==> config.mk <==
export PLATFORM = sky130hd
export DESIGN_NAME = key_step_ctrl
export DESIGN_NICKNAME = d
export VERILOG_FILES = /design/src/rtl/key_step_ctrl.sv
export SDC_FILE = /design/constraint.sdc
export NUM_CORES = 1
export LEC_CHECK = 0
export CORE_ASPECT_RATIO = 0.6
export CORE_MARGIN = 2
export CORE_UTILIZATION = 45
export CTS_CLUSTER_SIZE = 8
export DETAILED_ROUTE_END_ITERATION = 16
export GPL_TIMING_DRIVEN = 0
export PLACE_DENSITY = 0.63
export SETUP_SLACK_MARGIN = 0.05
export SLEW_MARGIN = 20
export SYNTH_ARGS = -nofsm -noshare
export SYNTH_HDL_FRONTEND = slang
export SYNTH_SLANG_ARGS = --single-unit
==> constraint.sdc <==
create_clock -name CLOCK_50 -period 3.9 [get_ports CLOCK_50]
set_input_delay 0.585 -clock CLOCK_50 [delete_from_list [all_inputs] [get_ports CLOCK_50]]
set_output_delay 0.585 -clock CLOCK_50 [all_outputs]
set_load 0.01 [all_outputs]
==> src/rtl/key_step_ctrl.sv <==
// Debounced push-button single-step / free-run clock generator for a processor clock input.
// Produces a clean registered step_clk plus edge count, overrun flag and busy indication.
//
// state   | meaning
// --------+-----------------------------------------------------------
// IDLE    | waiting for a debounced press or run request
// HIGH    | single-step high phase, HI_CYCLES long
// LOW_GAP | enforced low time after a step or after run is stopped
// RUN_HI  | free-run high phase, H cycles (always completes)
// RUN_LO  | free-run low phase, H cycles (aborted when run drops)
module key_step_ctrl #(
  parameter int DB_CYCLES = 1000000,
  parameter int HI_CYCLES = 1000
) (
  input  logic        CLOCK_50,
  input  logic        SYS_rst,
  input  logic        key_n,
  input  logic        run_mode,
  input  logic [1:0]  rate_sel,
  input  logic        ovr_clr,
  output logic        step_clk,
  output logic [15:0] step_cnt,
  output logic        overrun,
  output logic        busy
);

  localparam int DBW = $clog2(DB_CYCLES);
  // Enough timer bits for the slowest free-run phase, HI_CYCLES << 6.
  localparam int TW = $clog2(HI_CYCLES) + 6;
  localparam logic [DBW-1:0] DB_LAST = DBW'(DB_CYCLES - 1);
  localparam logic [TW-1:0]  HI_LOAD = TW'(HI_CYCLES - 1);

  typedef enum logic [2:0] {IDLE, HIGH, LOW_GAP, RUN_HI, RUN_LO} state_t;

  logic [1:0]     key_sync;
  logic [1:0]     run_sync;
  logic           key_s;
  logic           run_s;
  logic           key_db;
  logic [DBW-1:0] dbc;
  logic           press_evt;

  state_t         state;
  state_t         nxt;
  logic [TW-1:0]  tmr;
  logic [TW-1:0]  tmr_nxt;
  logic [TW-1:0]  run_len;
  logic [TW-1:0]  run_load;
  logic           ovr_set;
  logic           cnt_inc;

  assign key_s = key_sync[1];
  assign run_s = run_sync[1];

  always_ff @(posedge CLOCK_50 or negedge SYS_rst) begin
    if (!SYS_rst) begin
      key_sync <= '0;
      run_sync <= '0;
    end else begin
      key_sync <= {key_sync[0], ~key_n};
      run_sync <= {run_sync[0], run_mode};
    end
  end

  // Any bounce returns the key to the accepted level and restarts the count.
  always_ff @(posedge CLOCK_50 or negedge SYS_rst) begin
    if (!SYS_rst) begin
      key_db    <= 1'b0;
      dbc       <= '0;
      press_evt <= 1'b0;
    end else begin
      press_evt <= (key_s != key_db) && (dbc == DB_LAST) && key_s;
      if (key_s == key_db) begin
        dbc <= '0;
      end else if (dbc == DB_LAST) begin
        key_db <= key_s;
        dbc    <= '0;
      end else begin
        dbc <= dbc + DBW'(1);
      end
    end
  end

  assign run_len  = TW'(HI_CYCLES) << {rate_sel, 1'b0};
  assign run_load = run_len - TW'(1);

  always_comb begin
    nxt     = state;
    tmr_nxt = tmr;
    ovr_set = 1'b0;
    case (state)
      IDLE: begin
        if (run_s) begin
          nxt     = RUN_HI;
          tmr_nxt = run_load;
        end else if (press_evt) begin
          nxt     = HIGH;
          tmr_nxt = HI_LOAD;
        end
      end
      HIGH: begin
        ovr_set = press_evt;
        if (tmr == '0) begin
          nxt     = LOW_GAP;
          tmr_nxt = HI_LOAD;
        end else begin
          tmr_nxt = tmr - TW'(1);
        end
      end
      LOW_GAP: begin
        ovr_set = press_evt;
        if (tmr == '0) begin
          nxt = IDLE;
        end else begin
          tmr_nxt = tmr - TW'(1);
        end
      end
      RUN_HI: begin
        if (tmr == '0) begin
          if (run_s) begin
            nxt     = RUN_LO;
            tmr_nxt = run_load;
          end else begin
            nxt     = LOW_GAP;
            tmr_nxt = HI_LOAD;
          end
        end else begin
          tmr_nxt = tmr - TW'(1);
        end
      end
      RUN_LO: begin
        if (!run_s) begin
          nxt = IDLE;
        end else if (tmr == '0) begin
          nxt     = RUN_HI;
          tmr_nxt = run_load;
        end else begin
          tmr_nxt = tmr - TW'(1);
        end
      end
      default: begin
        nxt     = IDLE;
        tmr_nxt = '0;
      end
    endcase
  end

  assign cnt_inc = ((nxt == HIGH) && (state != HIGH)) ||
                   ((nxt == RUN_HI) && (state != RUN_HI));

  // step_clk is decoded from the next state so it is a flop output, glitch-free.
  always_ff @(posedge CLOCK_50 or negedge SYS_rst) begin
    if (!SYS_rst) begin
      state    <= IDLE;
      tmr      <= '0;
      step_clk <= 1'b0;
      step_cnt <= '0;
      overrun  <= 1'b0;
    end else begin
      state    <= nxt;
      tmr      <= tmr_nxt;
      step_clk <= (nxt == HIGH) || (nxt == RUN_HI);
      if (cnt_inc) begin
        step_cnt <= step_cnt + 16'd1;
      end
      if (ovr_set) begin
        overrun <= 1'b1;
      end else if (ovr_clr) begin
        overrun <= 1'b0;
      end
    end
  end

  assign busy = (state != IDLE);

endmodule

==> results.py <==
metrics = {
    "routing": {
        "drtPass1Iterations": 5,
        "vias_per_cell": 5.77,
        "wl_per_cell_um": 16.6,
        "drtIter0Drc": 259,
        "via_count": 3087,
        "routed_wl_mm": 8.89,
        "drtAntennaViolNets": 0,
        "route.detailed.drc": 0,
    },
    "synthesis": {
        "synth_edf_count": 0,
        "syn_inst": 385,
        "yosysTopAreaCellShare_pct": 43.2,
        "synth-seq-cells": 63,
        "synth_top_area_cell": "dfrtp_1",
        "synth_cell_types": 64,
        "synth-seq-area-share_pct": 43.2,
        "synthTopCellsByCount": "dfrtp_1, nor2_1, nand2_1, xnor2_1, nand3_1",
        "netlist_area_mm2": 0.00365,
        "ys_top_cells_by_area": "dfrtp_1, xnor2_1, nor2_1, nand3_1, nand4_1",
        "ys_warn_count": 0,
        "synth-main-ff-cell": "dfrtp_1",
        "synthesis.nets": 400,
        "postSynthAreaPerCell_um2": 9.48,
        "synthArstFlopShare_pct": 100,
        "yosysMostFrequentCell": "dfrtp_1",
    },
    "cells_and_area": {
        "seq_area_mm2": 0.00158,
        "fillers": 735,
        "fin_nets": 437,
        "multi_input_comb_area_mm2": 0.00193,
        "drive_above_1_share_pct": 10.1,
        "antennaDiodeCount": 0,
        "area_growth_pct": 19.0,
        "final_util_pct": 55.1,
    },
    "timing": {
        "slew_headroom_pct": 36.1,
        "fin_hold_ws_ns": 0.138,
        "fin_setup_tns_ns": 0,
        "tightest_slew_ns": 0.951,
        "period_minus_slack_ns": 2.70,
        "slew_violations": 0,
        "clock_skew_ns": 0.00761,
        "hold_viol_final": 0,
        "rsz0062_at_grt": "no",
        "finalSetupViolCount": 0,
        "post-route-period-util_pct": 69.3,
        "max_freq_ghz": 0.370,
    },
    "clock_tree": {
        "cts_tree": "yes",
        "ctsRootBufferMaster": "clkbuf_16",
        "clk_pin_slew_worst_paths_ns": 0.05,
        "clock_latency_ns": 0.33,
        "cts_setup_buffers": 0,
        "ctsLongestPathBuffers": 2,
        "htree_levels": 3,
        "clock-sinks": 63,
        "cts_made_buffers": 9,
        "cts_resized": 0,
        "hold_buffers": 0,
    },
    "pwr": {
        "switching_share_pct": 27.5,
        "p_seq_share_pct": 43.8,
        "clkPwrFrac_pct": 43.5,
        "leakagePower_nw": 1.79,
        "ir_drop_mv": 0.187,
        "combPwrFrac_pct": 12.7,
        "switchingPower_w": 0.000496,
        "internal_power_w": 0.00131,
        "power_density_mw_per_mm2": 416,
    },
    "critical_path": {
        "crit_arrival_ns": 2.12,
        "path_class": "reg -> out",
        "cp-endpoint": "busy",
        "rr_startpoint": "tmr[0]$_DFFE_PN0P_",
        "critPathBufInv": 3,
        "timing.rr.end": "tmr[6]$_DFFE_PN0P_",
        "r2r_cells": 8,
        "crit_slowest_cell": "nor3_1",
        "slowest_delay_ns": 0.53,
        "cp.depth": 4,
        "reg2reg_slack_ns": 1.33,
        "startpoint": "state[0]$_DFF_PN0_",
        "required_ns": 3.31,
        "critPathTopFamily": "buffers and inverters",
        "worst_setup_path_end_kind": "output port",
        "worstPathMaxFanout": 10,
        "start_kind": "flop",
        "crit_chain": "clkbuf_1 > nor3_1 > inv_1 > clkdlybuf4s50_1",
    },
    "global_routing": {
        "grt_max_degree": 43,
        "gr-total-overflow": 0,
        "antenna_found_initial": 0,
        "grt_pass1_wl_mm": 14.6,
        "grt_usage_pct": 21.5,
        "grt_pass1_vias": 2707,
    },
    "floorplan": {
        "die_area_mm2": 0.00887,
        "fp.dieW_um": 120,
        "core_mm2": 0.00788,
        "initial_core_util_pct": 46.3,
        "ios": 26,
        "rows": 25,
        "die_y_um": 73.7,
    },
    "place": {
        "port_buffers": 25,
        "hpwlAfterDp_mm": 6.46,
        "place_congestion": 0.897,
    },
    "flow_run": {
        "maxCapViolCount": 0,
    },
    "outcome": {
        "status": "complete, no violations",
    },
    "hold_path": {
        "min-delay-path-class": "in -> async",
    },
}
state kept, by name (all words and copies together) (netlist names):
name       cells
dbc           20
step_cnt      16
tmr           16
state          3
key_sync       2
run_sync       2
key_db         1
overrun        1
press_evt      1
step_clk       1
cell usage in the layout, fill, tap and decap left out, types with 8 or more instances in the layout:
cell type,Yosys,final
ha_1,8,8
xor2_1,11,11
nand3_1,24,24
nor3_1,19,19
nand2_1,25,25
inv_1,17,17
nor2_1,39,39
dfrtp_1,63,63
xnor2_1,25,25
clkbuf_16,0,9
o21ai_0,12,12
clkbuf_1,10,11
clkdlybuf4s50_1,0,24
nand4_1,18,18
power groups by stage:
stage | logic, W | registers, W | clock network [W]
after floorplan | 0.000154 | 0.000785 | 0
after global placement | 0.000221 | 0.000799 | 0
after detailed placement | 0.000227 | 0.000800 | 0
after CTS | 0.000229 | 0.000790 | 0.000801
after global routing | 0.000260 | 0.000800 | 0.000842
final | 0.000229 | 0.000790 | 0.000785
cells by family after synthesis:
family,count (synthesis),synth area share [%]
simple gates,173,26.5
compound gates,69,14.2
flops,63,43.2
xor+xnor,36,8.64
buf+inv,33,3.88
fa+ha+maj,8,2.74
mux,3,0.892
routing by layer:
| layer | GRT usage (%) | part of all wire (%) |
|---|---|---|
| met4 | 5.56 | 0.90 |
| met1 | 33.6 | 54 |
| met3 | 8.23 | 7.8 |
| met2 | 27.0 | 38 |
| met5 | 0 | 0 |
cell type report:
| class | count | area share (%) |
|---|---|---|
| inverters | 17 | 1.47 |
| clock buffers | 10 | 5.27 |
| clock inverters | 6 | 1.41 |
| plain buffers | 16 | 1.79 |
| flip-flops and latches | 63 | 36.3 |
| repair buffers | 26 | 6.17 |
| well taps | 108 | 3.11 |
| multi-input cells | 289 | 44.5 |
through the flow:
stage | cells | power [W] | instance area [um2] | setup WS, ns
CTS | 535 | 0.00182 | 4340 | 1.22
global route | 535 | 0.00190 | 4340 | 1.06
global placement | 518 | 0.00102 | 4030 | 0.136
finish | 535 | 0.00180 | 4340 | 1.20
detailed placement | 519 | 0.00103 | 4050 | 1.24
floorplan | 385 | 0.000940 | 3650 | 1.85
worst min-delay path by stage:
stage                                       end  slack [ns]                  start  cells after the start
after global routing         tmr[1]$_DFFE_PN0P_        0.15                SYS_rst                      1
after detailed placement  run_sync[1]$_DFF_PN0_        0.33  run_sync[0]$_DFF_PN0_                      0
after CTS                    tmr[1]$_DFFE_PN0P_        0.15                SYS_rst                      1
after global placement    run_sync[1]$_DFF_PN0_        0.34  run_sync[0]$_DFF_PN0_                      0
final                        tmr[1]$_DFFE_PN0P_        0.14                SYS_rst                      1
after floorplan                dbc[0]$_DFF_PN0_        0.29                SYS_rst                      0
worst reg2reg max path, cell delays in order, from the launching register on:
cell and delay [ns]:
dfrtp_1 0.44, inv_1 0.08, ha_1 0.20, nor3b_2 0.53, nand4_2 0.37, buf_2 0.31
nor3_1 0.32, a211oi_1 0.09, o22ai_1 0.14
Note: power is estimated with default switching activity, not from simulation.
